[src/rtl/grab_pkg.sv]
// Shared types and per-object-type constants for the grab controller.
// Also used by testbenches for the obj_type_t port type.
package grab_pkg;

    localparam int unsigned MAX_SLOTS = 16;
    localparam int unsigned IDX_W     = 4;
    localparam int unsigned COORD_W   = 11;
    localparam int unsigned RADIUS_W  = 5;
    localparam int unsigned SHIFT_W   = 2;
    localparam int unsigned VALUE_W   = 16;
    localparam int unsigned SPEED_W   = 9;

    typedef enum logic [2:0] {
        EMPTY      = 3'd0,
        SMALL_GOLD = 3'd1,
        BIG_GOLD   = 3'd2,
        ROCK       = 3'd3,
        DIAMOND    = 3'd4
    } obj_type_t;

    typedef enum logic [2:0] {
        IDLE,
        SCAN,
        HIT,
        GRABBED,
        AWARD
    } grab_state_t;

    // Indexed by obj_type_t; codes 5..7 are unused and behave like EMPTY.
    localparam logic [RADIUS_W-1:0] RADIUS_TBL [0:7] =
        '{5'd0, 5'd8, 5'd24, 5'd16, 5'd6, 5'd0, 5'd0, 5'd0};
    localparam logic [SHIFT_W-1:0] SHIFT_TBL [0:7] =
        '{2'd0, 2'd0, 2'd2, 2'd2, 2'd0, 2'd0, 2'd0, 2'd0};
    localparam logic [VALUE_W-1:0] VALUE_TBL [0:7] =
        '{16'd0, 16'd50, 16'd250, 16'd20, 16'd600, 16'd0, 16'd0, 16'd0};

    // Magnitude of the 12-bit signed difference of two unsigned coordinates.
    function automatic logic [COORD_W:0] absDiff(input logic [COORD_W-1:0] a,
                                                 input logic [COORD_W-1:0] b);
        logic [COORD_W:0] d;
        d = {1'b0, a} - {1'b0, b};
        return d[COORD_W] ? -d : d;
    endfunction

endpackage

[src/rtl/grab_controller_if.sv]
// Hook/object/score signal bundle between the game logic (master) and grab_controller (slave).
interface grab_controller_if
    import grab_pkg::*;
#(
    parameter int NUM_OBJECTS = 8
) ();

    logic                   enable;
    logic                   startOfFrame;
    logic                   sendHook;
    logic [COORD_W-1:0]     hookX;
    logic [COORD_W-1:0]     hookY;
    logic                   hookReturnedPulse;

    logic                   objWe;
    logic [IDX_W-1:0]       objIdx;
    logic [COORD_W-1:0]     objX;
    logic [COORD_W-1:0]     objY;
    obj_type_t              objType;

    logic                   forceReturn;
    logic [SPEED_W-1:0]     extentionSpeed;
    logic                   grabbedValid;
    logic [IDX_W-1:0]       grabbedIdx;
    obj_type_t              grabbedType;
    logic                   scorePulse;
    logic [VALUE_W-1:0]     scoreValue;
    logic [NUM_OBJECTS-1:0] aliveMask;

    modport master (
        output enable, startOfFrame, sendHook, hookX, hookY, hookReturnedPulse,
        output objWe, objIdx, objX, objY, objType,
        input  forceReturn, extentionSpeed, grabbedValid, grabbedIdx, grabbedType,
        input  scorePulse, scoreValue, aliveMask
    );

    modport slave (
        input  enable, startOfFrame, sendHook, hookX, hookY, hookReturnedPulse,
        input  objWe, objIdx, objX, objY, objType,
        output forceReturn, extentionSpeed, grabbedValid, grabbedIdx, grabbedType,
        output scorePulse, scoreValue, aliveMask
    );

endinterface

[src/rtl/obj_type_lut.sv]
// Combinational per-type lookup: hit radius, retraction weight shift, score value.
module obj_type_lut
    import grab_pkg::*;
(
    input  obj_type_t             objType,
    output logic [RADIUS_W-1:0]   radius,
    output logic [SHIFT_W-1:0]    weightShift,
    output logic [VALUE_W-1:0]    value
);

    always_comb begin
        radius      = RADIUS_TBL[objType];
        weightShift = SHIFT_TBL[objType];
        value       = VALUE_TBL[objType];
    end

endmodule

[src/rtl/grab_controller.sv]
// Hook/object collision scanner: one slot per clock after each frame strobe, grab, award.
// Optional macro GRAB_WEIGHT_SPEED_EN slows retraction by the grabbed object's weight.
module grab_controller
    import grab_pkg::*;
#(
    parameter int         NUM_OBJECTS = 8,
    parameter logic [8:0] BASE_SPEED  = 9'd8
) (
    input logic              clk,
    input logic              reset,
    grab_controller_if.slave bus
);

    grab_state_t          state;
    grab_state_t          stateNext;
    logic                 hookOut;
    logic [IDX_W-1:0]     scanIdx;

    logic [COORD_W-1:0]   slotX    [MAX_SLOTS];
    logic [COORD_W-1:0]   slotY    [MAX_SLOTS];
    obj_type_t            slotType [MAX_SLOTS];
    logic [MAX_SLOTS-1:0] alive;

    logic [IDX_W-1:0]     grabbedIdx;
    obj_type_t            grabbedType;
    logic [VALUE_W-1:0]   scoreValue;

    obj_type_t            lutType;
    logic [RADIUS_W-1:0]  lutRadius;
    logic [SHIFT_W-1:0]   lutShift;
    logic [VALUE_W-1:0]   lutValue;

    logic [COORD_W:0]     dx;
    logic [COORD_W:0]     dy;
    logic                 scanHit;
    logic                 scanLast;
    logic                 grabNow;
    logic                 awardNow;
    logic                 objAccept;
    logic                 holding;

    // One shared LUT: scanned slot's type while scanning, grabbed type otherwise.
    assign lutType = (state == SCAN) ? slotType[scanIdx] : grabbedType;

    obj_type_lut u_lut (
        .objType     (lutType),
        .radius      (lutRadius),
        .weightShift (lutShift),
        .value       (lutValue)
    );

    assign dx       = absDiff(bus.hookX, slotX[scanIdx]);
    assign dy       = absDiff(bus.hookY, slotY[scanIdx]);
    assign scanHit  = alive[scanIdx]
                      && (dx <= (COORD_W+1)'(lutRadius))
                      && (dy <= (COORD_W+1)'(lutRadius));
    assign scanLast = (scanIdx == IDX_W'(NUM_OBJECTS - 1));

    assign grabNow   = (state == SCAN)    && (stateNext == HIT);
    assign awardNow  = (state == GRABBED) && (stateNext == AWARD);
    assign objAccept = bus.objWe && (state == IDLE) && (int'(bus.objIdx) < NUM_OBJECTS);

    always_ff @(posedge clk or posedge reset) begin
        if (reset) begin
            hookOut <= 1'b0;
        end else if (!bus.enable || bus.hookReturnedPulse) begin
            hookOut <= 1'b0;
        end else if (bus.sendHook) begin
            hookOut <= 1'b1;
        end
    end

    always_ff @(posedge clk or posedge reset) begin
        if (reset) begin
            state <= IDLE;
        end else begin
            state <= stateNext;
        end
    end

    always_comb begin
        stateNext = state;
        if (!bus.enable) begin
            stateNext = IDLE;
        end else begin
            unique case (state)
                IDLE:    if (bus.startOfFrame && hookOut) stateNext = SCAN;
                SCAN: begin
                    if (bus.hookReturnedPulse) stateNext = IDLE;
                    else if (scanHit)          stateNext = HIT;
                    else if (scanLast)         stateNext = IDLE;
                end
                HIT:     stateNext = bus.hookReturnedPulse ? IDLE : GRABBED;
                GRABBED: if (bus.hookReturnedPulse) stateNext = AWARD;
                AWARD:   stateNext = IDLE;
                default: stateNext = IDLE;
            endcase
        end
    end

    always_ff @(posedge clk or posedge reset) begin
        if (reset) begin
            scanIdx <= '0;
        end else if (state == SCAN) begin
            scanIdx <= scanIdx + IDX_W'(1);
        end else begin
            scanIdx <= '0;
        end
    end

    always_ff @(posedge clk or posedge reset) begin
        if (reset) begin
            for (int unsigned i = 0; i < MAX_SLOTS; i++) begin
                slotX[i]    <= '0;
                slotY[i]    <= '0;
                slotType[i] <= EMPTY;
            end
            alive <= '0;
        end else if (objAccept) begin
            slotX[bus.objIdx]    <= bus.objX;
            slotY[bus.objIdx]    <= bus.objY;
            slotType[bus.objIdx] <= bus.objType;
            alive[bus.objIdx]    <= (bus.objType != EMPTY);
        end else if (awardNow) begin
            alive[grabbedIdx] <= 1'b0;
        end
    end

    always_ff @(posedge clk or posedge reset) begin
        if (reset) begin
            grabbedIdx  <= '0;
            grabbedType <= EMPTY;
            scoreValue  <= '0;
        end else begin
            if (grabNow) begin
                grabbedIdx  <= scanIdx;
                grabbedType <= slotType[scanIdx];
            end
            if (awardNow) begin
                scoreValue <= lutValue;
            end
        end
    end

    // Gated by enable so the hook is released in the same cycle the game stops.
    assign holding = bus.enable && ((state == GRABBED) || (state == AWARD));

    assign bus.forceReturn  = holding;
    assign bus.grabbedValid = holding;
    assign bus.grabbedIdx   = grabbedIdx;
    assign bus.grabbedType  = grabbedType;
    assign bus.scorePulse   = (state == AWARD);
    assign bus.scoreValue   = scoreValue;
    assign bus.aliveMask    = alive[NUM_OBJECTS-1:0];

`ifdef GRAB_WEIGHT_SPEED_EN
    logic [SPEED_W-1:0] weightedSpeed;
    assign weightedSpeed      = BASE_SPEED >> lutShift;
    assign bus.extentionSpeed = (state != GRABBED)     ? BASE_SPEED :
                                (weightedSpeed == '0)  ? SPEED_W'(1) : weightedSpeed;
`else
    logic unusedShift;
    assign unusedShift        = ^lutShift;
    assign bus.extentionSpeed = BASE_SPEED;
`endif

endmodule
[src/flat_wrapper.sv]
// flat-port wrapper written by rule: the top's interface ports become plain ports
module grab_controller_flat import grab_pkg::*;
#(
    parameter int         NUM_OBJECTS = 8,
    parameter logic [8:0] BASE_SPEED  = 9'd8
)
  (clk, reset, bus_enable, bus_startOfFrame, bus_sendHook, bus_hookX, bus_hookY, bus_hookReturnedPulse, bus_objWe, bus_objIdx, bus_objX, bus_objY, bus_objType, bus_forceReturn, bus_extentionSpeed, bus_grabbedValid, bus_grabbedIdx, bus_grabbedType, bus_scorePulse, bus_scoreValue, bus_aliveMask);
  grab_controller_if #(.NUM_OBJECTS(NUM_OBJECTS)) bus_i ();
  input logic clk;
  input logic reset;
  input wire logic [$bits(bus_i.enable)-1:0] bus_enable;
  input wire logic [$bits(bus_i.startOfFrame)-1:0] bus_startOfFrame;
  input wire logic [$bits(bus_i.sendHook)-1:0] bus_sendHook;
  input wire logic [$bits(bus_i.hookX)-1:0] bus_hookX;
  input wire logic [$bits(bus_i.hookY)-1:0] bus_hookY;
  input wire logic [$bits(bus_i.hookReturnedPulse)-1:0] bus_hookReturnedPulse;
  input wire logic [$bits(bus_i.objWe)-1:0] bus_objWe;
  input wire logic [$bits(bus_i.objIdx)-1:0] bus_objIdx;
  input wire logic [$bits(bus_i.objX)-1:0] bus_objX;
  input wire logic [$bits(bus_i.objY)-1:0] bus_objY;
  input wire logic [$bits(bus_i.objType)-1:0] bus_objType;
  output wire logic [$bits(bus_i.forceReturn)-1:0] bus_forceReturn;
  output wire logic [$bits(bus_i.extentionSpeed)-1:0] bus_extentionSpeed;
  output wire logic [$bits(bus_i.grabbedValid)-1:0] bus_grabbedValid;
  output wire logic [$bits(bus_i.grabbedIdx)-1:0] bus_grabbedIdx;
  output wire logic [$bits(bus_i.grabbedType)-1:0] bus_grabbedType;
  output wire logic [$bits(bus_i.scorePulse)-1:0] bus_scorePulse;
  output wire logic [$bits(bus_i.scoreValue)-1:0] bus_scoreValue;
  output wire logic [$bits(bus_i.aliveMask)-1:0] bus_aliveMask;
  assign bus_i.enable = bus_enable;
  assign bus_i.startOfFrame = bus_startOfFrame;
  assign bus_i.sendHook = bus_sendHook;
  assign bus_i.hookX = bus_hookX;
  assign bus_i.hookY = bus_hookY;
  assign bus_i.hookReturnedPulse = bus_hookReturnedPulse;
  assign bus_i.objWe = bus_objWe;
  assign bus_i.objIdx = bus_objIdx;
  assign bus_i.objX = bus_objX;
  assign bus_i.objY = bus_objY;
  assign bus_i.objType = bus_objType;
  assign bus_forceReturn = bus_i.forceReturn;
  assign bus_extentionSpeed = bus_i.extentionSpeed;
  assign bus_grabbedValid = bus_i.grabbedValid;
  assign bus_grabbedIdx = bus_i.grabbedIdx;
  assign bus_grabbedType = bus_i.grabbedType;
  assign bus_scorePulse = bus_i.scorePulse;
  assign bus_scoreValue = bus_i.scoreValue;
  assign bus_aliveMask = bus_i.aliveMask;
  grab_controller #(.NUM_OBJECTS(NUM_OBJECTS), .BASE_SPEED(BASE_SPEED)) u_core (.clk(clk), .reset(reset), .bus(bus_i));
endmodule
[config.mk]
export PLATFORM = sky130hd
export DESIGN_NAME = grab_controller_flat
export DESIGN_NICKNAME = d
export VERILOG_FILES = /design/src/rtl/grab_pkg.sv /design/src/rtl/grab_controller_if.sv /design/src/rtl/obj_type_lut.sv /design/src/rtl/grab_controller.sv /design/src/flat_wrapper.sv
export SDC_FILE = /design/constraint.sdc
export NUM_CORES = 1
export LEC_CHECK = 0
export ABC_AREA = 1
export CAP_MARGIN = 20
export CORE_ASPECT_RATIO = 1.75
export CORE_UTILIZATION = 35
export DETAILED_ROUTE_END_ITERATION = 6
export PLACE_DENSITY = 0.49
export RECOVER_POWER = 25
export SYNTH_ARGS = -nofsm -noshare
export SYNTH_HDL_FRONTEND = slang
export SYNTH_SLANG_ARGS = --single-unit
export TNS_END_PERCENT = 30
[constraint.sdc]
create_clock -name clk -period 19.5 [get_ports clk]
set_clock_uncertainty 0.1 [all_clocks]
set_input_delay 2.925 -clock clk [delete_from_list [all_inputs] [get_ports clk]]
set_output_delay 2.925 -clock clk [all_outputs]
set_load 0.01 [all_outputs]
==> impl_metrics.tcl <==
set metrics [dict create \
    yosysSeqAreaShare_pct 52.95 \
    drt_iter0_drc 932 \
    powerDensity_nw_per_um2 101.9 \
    die_w_um 185.6 \
    max-slew-margin-rel_pct -223.8 \
    ir_drop_mv 0.05036 \
    hp-class "flip-flop to flip-flop" \
    clkPwrFrac_pct 35.8 \
    drt_pass1_iterations 5 \
    grt_pass1_vias 15570 \
    syn_to_final_growth_pct 10.14 \
    hold_ws_ns 0.2714 \
    violations "capacitance limit, slew limit" \
    dpl.hpwl_um 36180 \
    tritoncts "yes" \
    top_layer "met4" \
    synthFlopType "dfrtp_1" \
    crit_path_start "u_core.scanIdx[0]" \
    overflow 0 \
    cp_slowest_cell "clkinvlp_2" \
    met2_length_um 28480 \
    h-tree-depth 2 \
    tightest_slew_ns 4.831 \
    combPwrFrac_pct 18.6 \
    final_area_um2 22750 \
    internal_power_mw 1.630 \
    stdcell_count 3141 \
    crit_top_cell "nand2_1" \
    finalSetupViolations 0 \
    cts.sinks 437 \
    synth_top_cell_by_area "dfrtp_1" \
    timing.fmax_mhz 97.33 \
    synth_most_common_cell "nand2_1" \
    synth.distinct_cells 46 \
    r2r-start "u_core.scanIdx[0]" \
    worst_r2r_endpoint "u_core.bus.grabbedIdx[3]" \
    tns_ns 0 \
    die_y_um 323.4 \
    detail-route-antenna-nets 0 \
    r2r_cells 28 \
    drv_cap 3 \
    grt_usage_pct 19.65 \
    place_area_um2 21380 \
    drt-total-wl_um 57350 \
    gp_congestion 0.8565 \
    cp_max_fo 73 \
    ctsHoldBuffers 0 \
    status "complete, but fails checks" \
    clk_latency_ns 0.56 \
    p_switching_uw 687.3 \
    fin_crit_sh_pct 52.69 \
    cts-root-buf "clkbuf_16" \
    synthTopCellsByCount "nand2_1, dfrtp_1, clkbuf_1" \
    ios 101 \
    slew_violations 231 \
    cp_slowest_stage_delay_ns 2.53 \
    dieArea_um2 60020 \
    synthesis.area_um2 20650 \
    route.detailed.vias_per_inst 4.969 \
    grt_pass1_wl_um 89990 \
    cts_buffers 41 \
    yosys.area.top_type_share_pct 52.95 \
    drc 0 \
    place_inst 3067 \
    pwr-share-seq_pct 45.5 \
    crit_required_ns 19.85 \
    end_kind "flip-flop" \
    routed-wl-met3_um 2283 \
    cp-start-kind "flip-flop" \
    fp-row-count 117 \
    p_leak_nw 10.81 \
    async_flop_share_pct 100.0 \
    synth_edf_count 0 \
    wl_per_cell_um 18.26 \
    antenna_found_initial 0 \
    path_class "flip-flop to flip-flop" \
    r2r_slack_ns 9.23 \
    rsz0062_at_grt "no" \
    coreArea_um2 58260 \
    yosysWarnings 0 \
    clock_tree.buffer_depth 3 \
    ys_top_cells_by_area "dfrtp_1, nand2_1, o21ai_0, clkbuf_1, a21oi_1" \
    vias 15610 \
    endpoint "u_core.bus.grabbedIdx[3]" \
    clk_pin_slew_worst_paths_ns 0.06 \
    synth-seq-cells 437 \
    syn_area_per_cell_um2 8.206 \
    finalCriticalPeriod_ns 10.27 \
    grt_max_degree 173 \
    postCtsSetupBuffers 0 \
    synth_cells 2517 \
    start_util_pct 35.45 \
    fin_nets 2434 \
    final_hold_viol_count 0 \
    drive_above_1_share_pct 6.334 \
    wl_met1_um 24640 \
    sw_frac_of_total_pct 29.66 \
    diodes 0 \
    arrival_ns 10.62 \
    ctsResizeCount 0 \
    port_buffers 83 \
]
-- logic make-up after synthesis --
| kind of cell | count (synthesis) | synth area share, % |
|---|---|---|
| AO/OA/AOI/OAI | 579 | 15.50 |
| XOR/XNOR | 9 | 0.3817 |
| adder cells (fa/ha/maj) | 39 | 2.435 |
| buffers and inverters | 542 | 10.38 |
| flip-flops | 437 | 52.95 |
| other | 2 | 0.03636 |
| AND/OR/NAND/NOR | 909 | 18.32 |
-- worst min path at each step --
stage / startpoint / endpoint / slack, ns / depth (start not counted)
after global placement: u_core.slotY[64] / u_core.slotY[64] / 0.26 / 0
final: u_core.slotX[55] / u_core.slotX[55] / 0.27 / 0
after detailed placement: u_core.slotY[72] / u_core.slotY[72] / 0.26 / 0
after CTS: u_core.slotY[69] / u_core.slotY[69] / 0.28 / 0
after global routing: u_core.slotX[64] / u_core.slotX[64] / 0.28 / 0
after floorplan: u_core.slotType[15] / u_core.slotType[15] / 0.32 / 1
-- state kept, by name (all words and copies together) (netlist names) --
name,flops
u_core.slotX,176
u_core.slotY,176
u_core.slotType,48
u_core.alive,16
u_core.bus.scoreValue,6
u_core.bus.grabbedIdx,4
u_core.scanIdx,4
u_core.bus.grabbedType,3
u_core.state,3
u_core.hookOut,1
-- worst max-delay path: cells and delay by family (launching register included) --
family	cells	cell delay [ns]
buffers and inverters	4	3.58
DFF	1	1.97
and+or+nand+nor	13	1.57
AOI/OAI and AO/OA	6	1.42
adders and majority gates	4	1.31
xor gates and xnor gates	1	0.14
-- area by class of cell --
type	count	area, um^2
clock buffer	58	1232
clock inverter	16	146.4
fill	5960	35520
inverter	195	735.7
multi-input combinational	1553	7677
sequential	437	10940
tap	773	967.2
timing repair buffer	109	1051
-- placed cells by master, fill, tap and decap left out, types with 10 or more instances in the layout --
cell,netlist,layout
nand3_1,101,99
o221ai_1,16,16
nand2_2,18,18
clkinv_2,1,10
a221oi_1,29,29
a21oi_1,208,208
conb_1,2,17
nand2_1,496,496
o22ai_1,10,10
clkdlybuf4s50_1,0,81
buf_4,28,24
inv_1,189,188
clkbuf_8,0,10
o21ai_0,283,283
dfrtp_1,437,435
nand4_1,33,33
nor2_1,231,226
ha_1,37,37
clkbuf_16,0,43
-- metrics by stage --
stage               total power, mW  worst slack (ns)  utilization [%]
floorplan                     1.377             4.302                -
global placement              1.497             12.33            36.70
detailed placement            1.509             12.31            36.70
CTS                           2.348             12.31            39.06
global route                  2.452             8.387            39.04
finish                        2.317             9.226            39.04
-- power groups by stage --
stage               combinational (mW)  sequential, mW  clock (mW)
global placement                 0.429            1.07           0
global route                     0.500            1.07       0.885
floorplan                        0.318            1.06           0
finish                           0.432            1.06       0.830
CTS                              0.440            1.05       0.853
detailed placement               0.438            1.07           0
-- routing by layer --
| metal | global-route usage (%) | vias to the layer above |
|---|---|---|
| li1 | - | 7659 |
| met1 | 24.83 | 7496 |
| met2 | 34.21 | 366 |
| met3 | 2.072 | 87 |
| met4 | 7.577 | 0 |
| met5 | 0 | - |
Power figures use the tool's default switching activity.
